<file path="src/rtl/mips_pkg.sv">
// Shared MIPS decode constants, FSM encoding and muldiv op helpers.
package mips_pkg;

    localparam int unsigned XLEN_DEFAULT  = 32;
    localparam int unsigned CNT_W_DEFAULT = 6;

    localparam logic [5:0] FUNCT_MFHI  = 6'h10;
    localparam logic [5:0] FUNCT_MFLO  = 6'h12;
    localparam logic [5:0] FUNCT_MULT  = 6'h18;
    localparam logic [5:0] FUNCT_MULTU = 6'h19;
    localparam logic [5:0] FUNCT_DIV   = 6'h1A;
    localparam logic [5:0] FUNCT_DIVU  = 6'h1B;

    localparam int unsigned ST_W = 3;
    localparam logic [ST_W-1:0] ST_IDLE = 3'd0;
    localparam logic [ST_W-1:0] ST_PREP = 3'd1;
    localparam logic [ST_W-1:0] ST_ITER = 3'd2;
    localparam logic [ST_W-1:0] ST_FIX  = 3'd3;
    localparam logic [ST_W-1:0] ST_DONE = 3'd4;

    typedef struct packed {
        logic is_div;
        logic is_signed;
    } op_t;

    function automatic logic is_muldiv(input logic [5:0] funct);
        return (funct == FUNCT_MULT) || (funct == FUNCT_MULTU) ||
               (funct == FUNCT_DIV)  || (funct == FUNCT_DIVU);
    endfunction

    // Only meaningful when is_muldiv() holds: bit 1 selects divide, bit 0 unsigned.
    function automatic op_t decode_op(input logic [5:0] funct);
        op_t op;
        op.is_div    = funct[1];
        op.is_signed = ~funct[0];
        return op;
    endfunction

endpackage

</file>
<file path="src/rtl/muldiv_datapath.sv">
// Shift-add multiplier / restoring divider datapath with sign correction.
module muldiv_datapath
    import mips_pkg::*;
#(
    parameter int unsigned XLEN = XLEN_DEFAULT
) (
    input  logic            clk,
    input  logic            rst_n,
    input  logic            load_i,
    input  logic            load_signed_i,
    input  logic [XLEN-1:0] rs_i,
    input  logic [XLEN-1:0] rt_i,
    input  logic            op_div_i,
    input  logic [ST_W-1:0] phase_i,
    output logic [XLEN-1:0] hi_res_o,
    output logic [XLEN-1:0] lo_res_o
);

    logic [XLEN-1:0]   a_q, a_d;
    logic [XLEN-1:0]   b_q, b_d;
    logic              neg_a_q, neg_a_d;
    logic              neg_b_q, neg_b_d;
    logic [XLEN-1:0]   mag_q, mag_d;
    logic [2*XLEN-1:0] acc_q, acc_d;

    logic [XLEN-1:0]   abs_a, abs_b;
    logic [XLEN:0]     mul_sum;
    logic [2*XLEN-1:0] mul_next;
    logic [XLEN:0]     rem_sh, trial;
    logic [2*XLEN-1:0] div_next;
    logic              sign_diff;
    logic [2*XLEN-1:0] prod;
    logic [XLEN-1:0]   quot, rem;

    assign abs_a = neg_a_q ? -a_q : a_q;
    assign abs_b = neg_b_q ? -b_q : b_q;

    // Multiply: acc = {partial, multiplier}; add on LSB then shift right.
    assign mul_sum  = {1'b0, acc_q[2*XLEN-1:XLEN]} + (acc_q[0] ? {1'b0, mag_q} : '0);
    assign mul_next = {mul_sum, acc_q[XLEN-1:1]};

    // Divide: acc = {remainder, dividend/quotient}; shift left, keep trial if non-negative.
    assign rem_sh   = {acc_q[2*XLEN-1:XLEN], acc_q[XLEN-1]};
    assign trial    = rem_sh - {1'b0, mag_q};
    assign div_next = trial[XLEN] ? {rem_sh[XLEN-1:0], acc_q[XLEN-2:0], 1'b0}
                                  : {trial[XLEN-1:0], acc_q[XLEN-2:0], 1'b1};

    always_comb begin
        a_d     = a_q;
        b_d     = b_q;
        neg_a_d = neg_a_q;
        neg_b_d = neg_b_q;
        mag_d   = mag_q;
        acc_d   = acc_q;
        if (load_i) begin
            a_d     = rs_i;
            b_d     = rt_i;
            neg_a_d = load_signed_i & rs_i[XLEN-1];
            neg_b_d = load_signed_i & rt_i[XLEN-1];
        end else begin
            case (phase_i)
                ST_PREP: begin
                    if (op_div_i) begin
                        mag_d = abs_b;
                        acc_d = {{XLEN{1'b0}}, abs_a};
                    end else begin
                        mag_d = abs_a;
                        acc_d = {{XLEN{1'b0}}, abs_b};
                    end
                end
                ST_ITER: acc_d = op_div_i ? div_next : mul_next;
                default: ;
            endcase
        end
    end

    assign sign_diff = neg_a_q ^ neg_b_q;
    assign prod      = sign_diff ? -acc_q : acc_q;
    assign quot      = acc_q[XLEN-1:0];
    assign rem       = acc_q[2*XLEN-1:XLEN];

    always_comb begin
        hi_res_o = prod[2*XLEN-1:XLEN];
        lo_res_o = prod[XLEN-1:0];
        if (op_div_i) begin
            if (b_q == '0) begin
                // Divide by zero: report raw dividend, not the sign-fixed magnitude.
                hi_res_o = a_q;
                lo_res_o = '1;
            end else begin
                hi_res_o = neg_a_q ? -rem : rem;
                lo_res_o = sign_diff ? -quot : quot;
            end
        end
    end

    always_ff @(posedge clk) begin
        if (!rst_n) begin
            a_q     <= '0;
            b_q     <= '0;
            neg_a_q <= 1'b0;
            neg_b_q <= 1'b0;
            mag_q   <= '0;
            acc_q   <= '0;
        end else begin
            a_q     <= a_d;
            b_q     <= b_d;
            neg_a_q <= neg_a_d;
            neg_b_q <= neg_b_d;
            mag_q   <= mag_d;
            acc_q   <= acc_d;
        end
    end

endmodule

</file>
<file path="src/rtl/muldiv_sequencer.sv">
// Multi-cycle MULT/DIV controller owning HI/LO; sequences the datapath and stalls IF/ID.
module muldiv_sequencer
    import mips_pkg::*;
#(
    parameter int unsigned XLEN  = XLEN_DEFAULT,
    parameter int unsigned CNT_W = CNT_W_DEFAULT
) (
    input  logic            clk,
    input  logic            rst_n,
    input  logic            start_i,
    input  logic [5:0]      funct_i,
    input  logic [XLEN-1:0] rs_val_i,
    input  logic [XLEN-1:0] rt_val_i,
    input  logic            mf_req_i,
    input  logic            kill_i,
    output logic [XLEN-1:0] hi_o,
    output logic [XLEN-1:0] lo_o,
    output logic            busy_o,
    output logic            done_o,
    output logic            stall_o
);

    localparam logic [CNT_W-1:0] LastIter = CNT_W'(XLEN - 1);

    logic [ST_W-1:0]  state_q, state_d;
    logic [CNT_W-1:0] cnt_q, cnt_d;
    logic             op_div_q, op_div_d;
    logic [XLEN-1:0]  hi_q, hi_d;
    logic [XLEN-1:0]  lo_q, lo_d;
    logic             busy_q, busy_d;
    logic             done_q, done_d;

    op_t              start_op;
    logic             accept;
    logic [XLEN-1:0]  hi_res, lo_res;

    assign start_op = decode_op(funct_i);
    assign accept   = start_i & is_muldiv(funct_i) & ~kill_i &
                      ((state_q == ST_IDLE) | (state_q == ST_DONE));

    always_comb begin
        state_d  = state_q;
        cnt_d    = cnt_q;
        op_div_d = op_div_q;
        hi_d     = hi_q;
        lo_d     = lo_q;
        case (state_q)
            ST_IDLE, ST_DONE: begin
                if (accept) begin
                    state_d  = ST_PREP;
                    op_div_d = start_op.is_div;
                end else begin
                    state_d = ST_IDLE;
                end
            end
            ST_PREP: begin
                cnt_d   = '0;
                state_d = kill_i ? ST_IDLE : ST_ITER;
            end
            ST_ITER: begin
                if (kill_i) begin
                    state_d = ST_IDLE;
                end else begin
                    cnt_d = cnt_q + 1'b1;
                    if (cnt_q == LastIter) begin
                        state_d = ST_FIX;
                    end
                end
            end
            ST_FIX: begin
                if (kill_i) begin
                    state_d = ST_IDLE;
                end else begin
                    state_d = ST_DONE;
                    hi_d    = hi_res;
                    lo_d    = lo_res;
                end
            end
            default: state_d = ST_IDLE;
        endcase
        busy_d = (state_d == ST_PREP) | (state_d == ST_ITER) | (state_d == ST_FIX);
        done_d = (state_d == ST_DONE);
    end

    always_ff @(posedge clk) begin
        if (!rst_n) begin
            state_q  <= ST_IDLE;
            cnt_q    <= '0;
            op_div_q <= 1'b0;
            hi_q     <= '0;
            lo_q     <= '0;
            busy_q   <= 1'b0;
            done_q   <= 1'b0;
        end else begin
            state_q  <= state_d;
            cnt_q    <= cnt_d;
            op_div_q <= op_div_d;
            hi_q     <= hi_d;
            lo_q     <= lo_d;
            busy_q   <= busy_d;
            done_q   <= done_d;
        end
    end

    muldiv_datapath #(
        .XLEN (XLEN)
    ) u_datapath (
        .clk           (clk),
        .rst_n         (rst_n),
        .load_i        (accept),
        .load_signed_i (start_op.is_signed),
        .rs_i          (rs_val_i),
        .rt_i          (rt_val_i),
        .op_div_i      (op_div_q),
        .phase_i       (state_q),
        .hi_res_o      (hi_res),
        .lo_res_o      (lo_res)
    );

    assign hi_o    = hi_q;
    assign lo_o    = lo_q;
    assign busy_o  = busy_q;
    assign done_o  = done_q;
    // Not stalled in DONE, so an MFHI/MFLO there reads the freshly written value.
    assign stall_o = busy_q & (mf_req_i | start_i);

endmodule

</file>
<file path="config.mk">
export PLATFORM = sky130hd
export DESIGN_NAME = muldiv_sequencer
export DESIGN_NICKNAME = d
export VERILOG_FILES = /design/src/rtl/mips_pkg.sv /design/src/rtl/muldiv_datapath.sv /design/src/rtl/muldiv_sequencer.sv
export SDC_FILE = /design/constraint.sdc
export NUM_CORES = 1
export LEC_CHECK = 0
export BUFFER_PORTS_ARGS = -buffer_cell sky130_fd_sc_hd__buf_4
export CORE_MARGIN = 1
export CORE_UTILIZATION = 25
export DETAILED_ROUTE_END_ITERATION = 6
export GPL_ROUTABILITY_DRIVEN = 1
export PLACE_DENSITY_LB_ADDON = 0.2
export SYNTH_ARGS = -nofsm -noshare
export SYNTH_HDL_FRONTEND = slang
export SYNTH_HIERARCHICAL = 1
export SYNTH_SLANG_ARGS = --single-unit
</file>
<file path="constraint.sdc">
create_clock -name clk -period 7.25 [get_ports clk]
set_input_delay 0 -clock clk [delete_from_list [all_inputs] [get_ports clk]]
set_output_delay 0 -clock clk [all_outputs]
set_load 0.02 [all_outputs]
</file>
==> results by group, run 1 <==
Synth
  • Synth Warn #: 6
  • Top cell type's share of synthesized area: 0.270
  • Yosys top cell by area: dfxtp_1
  • Net Count, Synth: 2407
  • Seq cells post-synth: 238
  • Most used DFF post-synth: dfxtp_1
  • Seq/Total Area, Yosys: 0.270
  • Netlist cell types: 93
  • Syn avg cell area: 7.81 um2
  • Cells after Synth: 2261
  • Top-count cell post-synth: dfxtp_1
  • Ys async rst share: 0
  • Most common library cells after synthesis: dfxtp_1 (238), nor2_1 (217), nand2_1 (202)
  • Largest cells by area after synthesis: dfxtp_1 (27%), ha_1 (4.9%), nor2_1 (4.6%), a21oi_1 (4.4%), mux2i_1 (4.4%)
  • Mapped Area: 17700 um2
  • Number of synthesized flops with an enable pin: 0

CTS
  • Clock latency on the worst-skew pair: 0.59 ns
  • TritonCTS sink count: 238
  • Clock Tree Buf Depth: 3
  • H-Tree Depth: 1
  • CTS clk-pin slew, worst paths: 0.06 ns
  • TritonCTS clock tree: yes
  • PostCTS Resize Cnt: 0
  • Hold-fix buffers, CTS: 72
  • Postcts setup bufs: 0
  • TritonCTS Buffers: 29
  • Clk root buf: clkbuf_16

Power and ir drop
  • PD cells: 147 nW/um2
  • Total power: 3.11 mW
  • Static leakage: 8.68 nW
  • VDD IR-drop max: 0.173 mV

Detailed routing
  • Pre-antenna DRT Iters: 5
  • Routed WL: 76600 um
  • Via Count: 18500
  • Routed WL per cell: 22.9 um
  • Post-route DRC: 0
  • Vias per cell: 5.51
  • Antenna-violating nets left: 0
  • Initial DRC Count: 1836

Timing
  • WHS: 0.219 ns
  • Final setup margin: 1.56 ns
  • Hold Fails Final Rpt: 0
  • Least-Margin Pin Slew: 1.43 ns
  • Tmin final: 5.69 ns
  • Max-slew violation count: 0
  • Setup violators final: 0
  • Post-route setup TNS: 0 ns
  • Rel. slew slack: 0.0425
  • FMAX: 0.176 GHz
  • RSZ-0062 raised after global routing: false
  • Clk_skew: 0.0135 ns
  • Post-route clock period utilization: 0.785

Global routing
  • Number of global-route vias before repair: 17400
  • GR Overflow Total: 0
  • Initial antenna violation count: 1
  • GRT Resource Usage Total: 0.206
  • Largest net degree at the start of global routing: 96
  • First-pass GRT wire length: 113000 um

Status
  • Status: complete, no violations

Final layout
  • Util after Layout: 0.303
  • Ant. Diodes: 0
  • Post-Layout Cell Count: 3350
  • Layout cells sized above 1: 0.116
  • Filler cells: 7529
  • Layout Cell Area excl Fill: 21200 um2
  • Nets: 2534
  • FF+latch area: 4770 um2
  • Area of the multi-input gates: 12000 um2
  • Area Overhead vs Synth: 20.1%

Die
  • Die area: 71700 um2
  • Core ar.: 70000 um2
  • Chip height: 268 um
  • I/O pin count: 142
  • Num rows: 97
  • Die X: 268 um
  • Initial core utilization: 0.252

Worst setup path
  • Crit path max fanout: 18
  • Critical path startpoint category: register
  • CP peak stage delay: 1.24 ns
  • Crit path kind: reg2reg
  • Critical path arrival: 6.18 ns
  • Slowest-stage cell, CP: nand3_1
  • Crit path cell chain: inv_1 -> ha_1 -> fa_1 -> nor2b_1 -> o31a_1 -> o211ai_1 -> a211oi_1 -> o21ai_1 -> nand4_1 -> nand3_1 -> a311o_1 -> a311oi_1
  • Required time of the worst setup path: 7.74 ns
  • CP Capture Type: register

Place
  • Post-Place Cells: 3225
  • PortBufs: 141
  • DP HPWL: 56800 um
  • Post-place setup slack: 1.97 ns
  • Placed cell area: 19500 um2
  • RePlAce Congestion: 0.943

Run
  • Max cap viols: 0

Worst hold path
  • Hold crit path type: in2reg
-- power breakdown --
part / switching, mW / total (mW) / internal, mW
Sequential: 0.0101 / 1.32 / 1.31
Clock: 0.644 / 1.54 / 0.893
Combinational: 0.150 / 0.255 / 0.106
Total: 0.804 / 3.11 / 2.31
-- critical path, delay by kind of cell (launching register included) --
family	cells	cell delay, ns
fa+ha+maj	2	0.67
simple gates	3	2.14
flops	1	0.35
compound gates	6	2.29
buf+inv	1	0.12
-- area by class of cell --
class	instances	share of cell area
multi-input combinational	1800	0.565
clock buffer	38	0.0382
timing repair buffer	244	0.0948
clock inverter	15	0.00814
tap	940	0.0554
sequential	238	0.225
inverter	75	0.0134
-- final timing paths --
path	start	end	slack (ns)	depth (start not counted)
worst min register to register	u_datapath/mag_q[17]	u_datapath/mag_q[17]	0.45	2
worst max register to register	u_datapath/acc_q[31]	u_datapath/acc_q[47]	1.56	12
worst min-delay path	start_i	u_datapath/a_q[6]	0.22	5
worst max-delay path	u_datapath/acc_q[31]	u_datapath/acc_q[47]	1.56	12
-- state kept, by name (all words and copies together), names as in the netlist --
name                cells
busy_o                  1
cnt_q                   6
done_o                  1
hi_o                   32
lo_o                   32
op_div_q                1
state_q                 3
u_datapath/a_q         32
u_datapath/acc_q       64
u_datapath/b_q         32
u_datapath/mag_q       32
u_datapath/neg_a_q      1
u_datapath/neg_b_q      1
-- per-layer routing --
metal | track usage | part of all wire | routed length, um | vias up
li1 | - | - | - | 8594
met1 | 0.304 | 0.48 | 36600 | 9057
met2 | 0.308 | 0.42 | 32400 | 699
met3 | 0.0300 | 0.070 | 5390 | 110
met4 | 0.0596 | 0.028 | 2160 | 2
met5 | 0 | 0.00012 | 9 | -
-- cell families after synthesis --
group	after synthesis	share of synthesized area
xor gates and xnor gates	135	0.0669
buffers and inverters	223	0.0545
adders and majority gates	71	0.0511
DFF	238	0.270
and+or+nand+nor	778	0.217
muxes	93	0.0625
AOI/OAI and AO/OA	723	0.278
-- layout by cell type (no fill, tap or decap), drive strengths merged, types with 57 or more instances in the layout --
master / n
xnor2: 78
inv: 76
nand2: 202
dfxtp: 238
a21oi: 157
nor2: 217
ha: 69
nor3: 64
xor2: 57
mux2i: 78
a22o: 68
nor2b: 78
dlygate4sd3: 72
o21ai: 148
buf: 172
(Power assumes the default switching activity.)
==> run 2, diff against run 1 <==
==> constraint.sdc (replaced) <==
create_clock -name clk -period 5.3 [get_ports clk]
set_input_delay 0 -clock clk [delete_from_list [all_inputs] [get_ports clk]]
set_output_delay 0 -clock clk [all_outputs]
set_load 0.02 [all_outputs]
==> run 2 against run 1 <==
Effect of this change: core utilization grew 0.88 points; flip-flop and latch count is the same; routed wire length grew 7.2%; critical path depth is the same; hold slack lost 0.0064 ns; final cell count grew 2.1%; global-route usage grew 1.5 points; worst setup slack lost 0.47 ns; largest cell class unchanged.
==> results by group, run 2 (synthesis results as in run 1) <==
Status
  • Status: complete, no violations

Final layout
  • Filler cells: 7515 (-0.19%)
  • FF+latch area: 4770 um2 (unchanged)
  • Biggest register: u_datapath/acc_q
  • Max FFs per register: 64 (unchanged)
  • Most frequent cells in the layout: dfxtp_1 (236), nor2_1 (214), nand2_1 (201), buf_4 (201), a21oi_1 (157)
  • Layout cells sized above 1: 0.126 (+0.00973)
  • Area Overhead vs Synth: 23.6%
  • Commonest non-fill, non-tap cell in the layout: dfxtp_1
  • Area of the multi-input gates: 12000 um2 (unchanged)
  • Nets: 2600 (+2.6%)
  • Layout Cell Area excl Fill: 21800 um2 (+2.9%)

Detailed routing
  • Via Count: 19000 (+2.8%)
  • Post-route DRC: 0 (unchanged)
  • Vias per cell: 5.55 (+0.69%)
  • Routed WL per cell: 24.0 um (+5.0%)
  • Antenna-violating nets left: 0 (unchanged)
  • Routed WL: 82100 um (+7.2%)
  • Pre-antenna DRT Iters: 6 (+1)
  • Initial DRC Count: 1980 (+7.8%)

Global routing
  • Largest net degree at the start of global routing: 66 (-31%)
  • GRT Resource Usage Total: 0.222 (+0.0153)
  • GR Overflow Total: 0 (unchanged)
  • Number of global-route vias before repair: 17900 (+3.0%)
  • First-pass GRT wire length: 119000 um (+6.0%)
  • Initial antenna violation count: 6 (+5)

Timing
  • RSZ-0062 raised after global routing: false
  • Max-slew violation count: 0 (unchanged)
  • Hold Fails Final Rpt: 0 (unchanged)
  • Least-Margin Pin Slew: 1.11 ns (-0.325 ns)
  • WHS: 0.213 ns (-0.00641 ns)
  • Setup violators final: 0 (unchanged)
  • Post-route clock period utilization: 0.795 (+0.00942)
  • Tmin final: 4.21 ns (-1.48 ns)
  • FMAX: 0.237 GHz (+35%)
  • Rel. slew slack: 0.256 (+0.213)
  • Clk_skew: 0.0141 ns (+0.000606 ns)
  • Post-route setup TNS: 0 ns (unchanged)

CTS
  • Clock Tree Buf Depth: 3 (unchanged)
  • Hold-fix buffers, CTS: 108 (+50%)
  • TritonCTS sink count: 238 (unchanged)
  • Clock latency on the worst-skew pair: 0.59 ns (about the same)
  • Postcts setup bufs: 0 (unchanged)
  • TritonCTS Buffers: 30 (+3.4%)
  • CTS clk-pin slew, worst paths: 0.07 ns (about the same)
  • PostCTS Resize Cnt: 0 (unchanged)
  • Clk root buf: clkbuf_16
  • TritonCTS clock tree: yes
  • H-Tree Depth: 1 (unchanged)

Power and ir drop
  • PD cells: 197 nW/um2 (+34%)
  • Static leakage: 9.08 nW (+4.6%)
  • VDD IR-drop max: 0.228 mV (+32%)

Die
  • Die X: 268 um (unchanged)
  • Core ar.: 70000 um2 (unchanged)
  • Die area: 71700 um2 (unchanged)
  • I/O pin count: 142 (unchanged)
  • Num rows: 97 (unchanged)
  • Initial core utilization: 0.252 (unchanged)
  • Chip height: 268 um (unchanged)

Worst setup path
  • CP Capture Type: register
  • Crit path kind: reg2reg
  • Required time of the worst setup path: 5.80 ns (-1.94 ns)
  • Crit path max fanout: 18 (unchanged)
  • Critical path arrival: 4.71 ns (-1.47 ns)
  • Critical path startpoint category: register

Run
  • Max cap viols: 0 (unchanged)

Worst hold path
  • Hold crit path type: in2reg

Place
  • PortBufs: 141 (unchanged)
  • DP HPWL: 61500 um (+8.3%)
  • Placed cell area: 19700 um2 (+1.1%)
  • RePlAce Congestion: 0.955 (+1.2%)
-- run 2: cell count changes in the layout (fill, tap and decap cells not counted), moves of 2 or more --
cell	previous run	this run
dlygate4sd3_1	72	108
clkbuf_16	29	31
clkinv_2	5	3
buf_4	172	201
clkinvlp_4	3	6
inv_6	1	3
-- run 2: worst paths after layout --
| kind | slack (ns) | endpoint | from | depth (start not counted) |
|---|---|---|---|---|
| setup / recovery | 1.09 | u_datapath/acc_q[47] | u_datapath/acc_q[38] | 12 |
| hold / removal | 0.21 | u_datapath/a_q[25] | rs_val_i[25] | 4 |
| setup reg to reg | 1.09 | u_datapath/acc_q[47] | u_datapath/acc_q[38] | 12 |
| hold reg to reg | 0.45 | u_datapath/mag_q[17] | u_datapath/mag_q[17] | 2 |
-- run 2: through the flow --
stage	cells	power, mW	worst slack [ns]	utilization
floorplan	2261	2.01	2.03	-
global placement	3254	2.16	1.34	0.282
detailed placement	3254	2.16	1.27	0.282
CTS	3418	4.35	1.22	0.312
global route	3418	4.44	0.965	0.312
finish	3419	4.31	1.09	0.312
-- run 2: report_power, final --
group / switching, mW / internal [mW] / leakage (nW)
combinational: 0.208 / 0.150 / 6.68
clock: 0.908 / 1.23 / 0.482
sequential: 0.0150 / 1.79 / 1.92
-- run 2: area by class of cell --
class | count | share of cell area
timing repair buffer | 309 | 0.119
inverter | 75 | 0.0130
multi-input combinational | 1800 | 0.549
clock buffer | 39 | 0.0387
sequential | 238 | 0.218
clock inverter | 17 | 0.00791
antenna | 1 | 0.000115
tap | 940 | 0.0539
-- run 2: layer usage --
metal	part of all wire	global-route usage	vias to the layer above	wire length, um
met2	0.43	0.334	853	35300
met4	0.031	0.0664	0	2530
met3	0.070	0.0220	124	5750
met1	0.47	0.329	9286	38500
met5	0	0	-	0
li1	-	-	8710	-
-- run 2: critical path: stages (launching register included) --
cell and delay, ns:
dfxtp_1 0.72, ha_1 0.42, a21o_1 0.24, or3_1 0.33
o211ai_1 0.34, a211oi_1 0.18, o21ai_1 0.44, a211o_1 0.21
buf_4 0.25, nand3_1 0.10, buf_4 0.26, a311o_1 0.37
a311oi_1 0.26
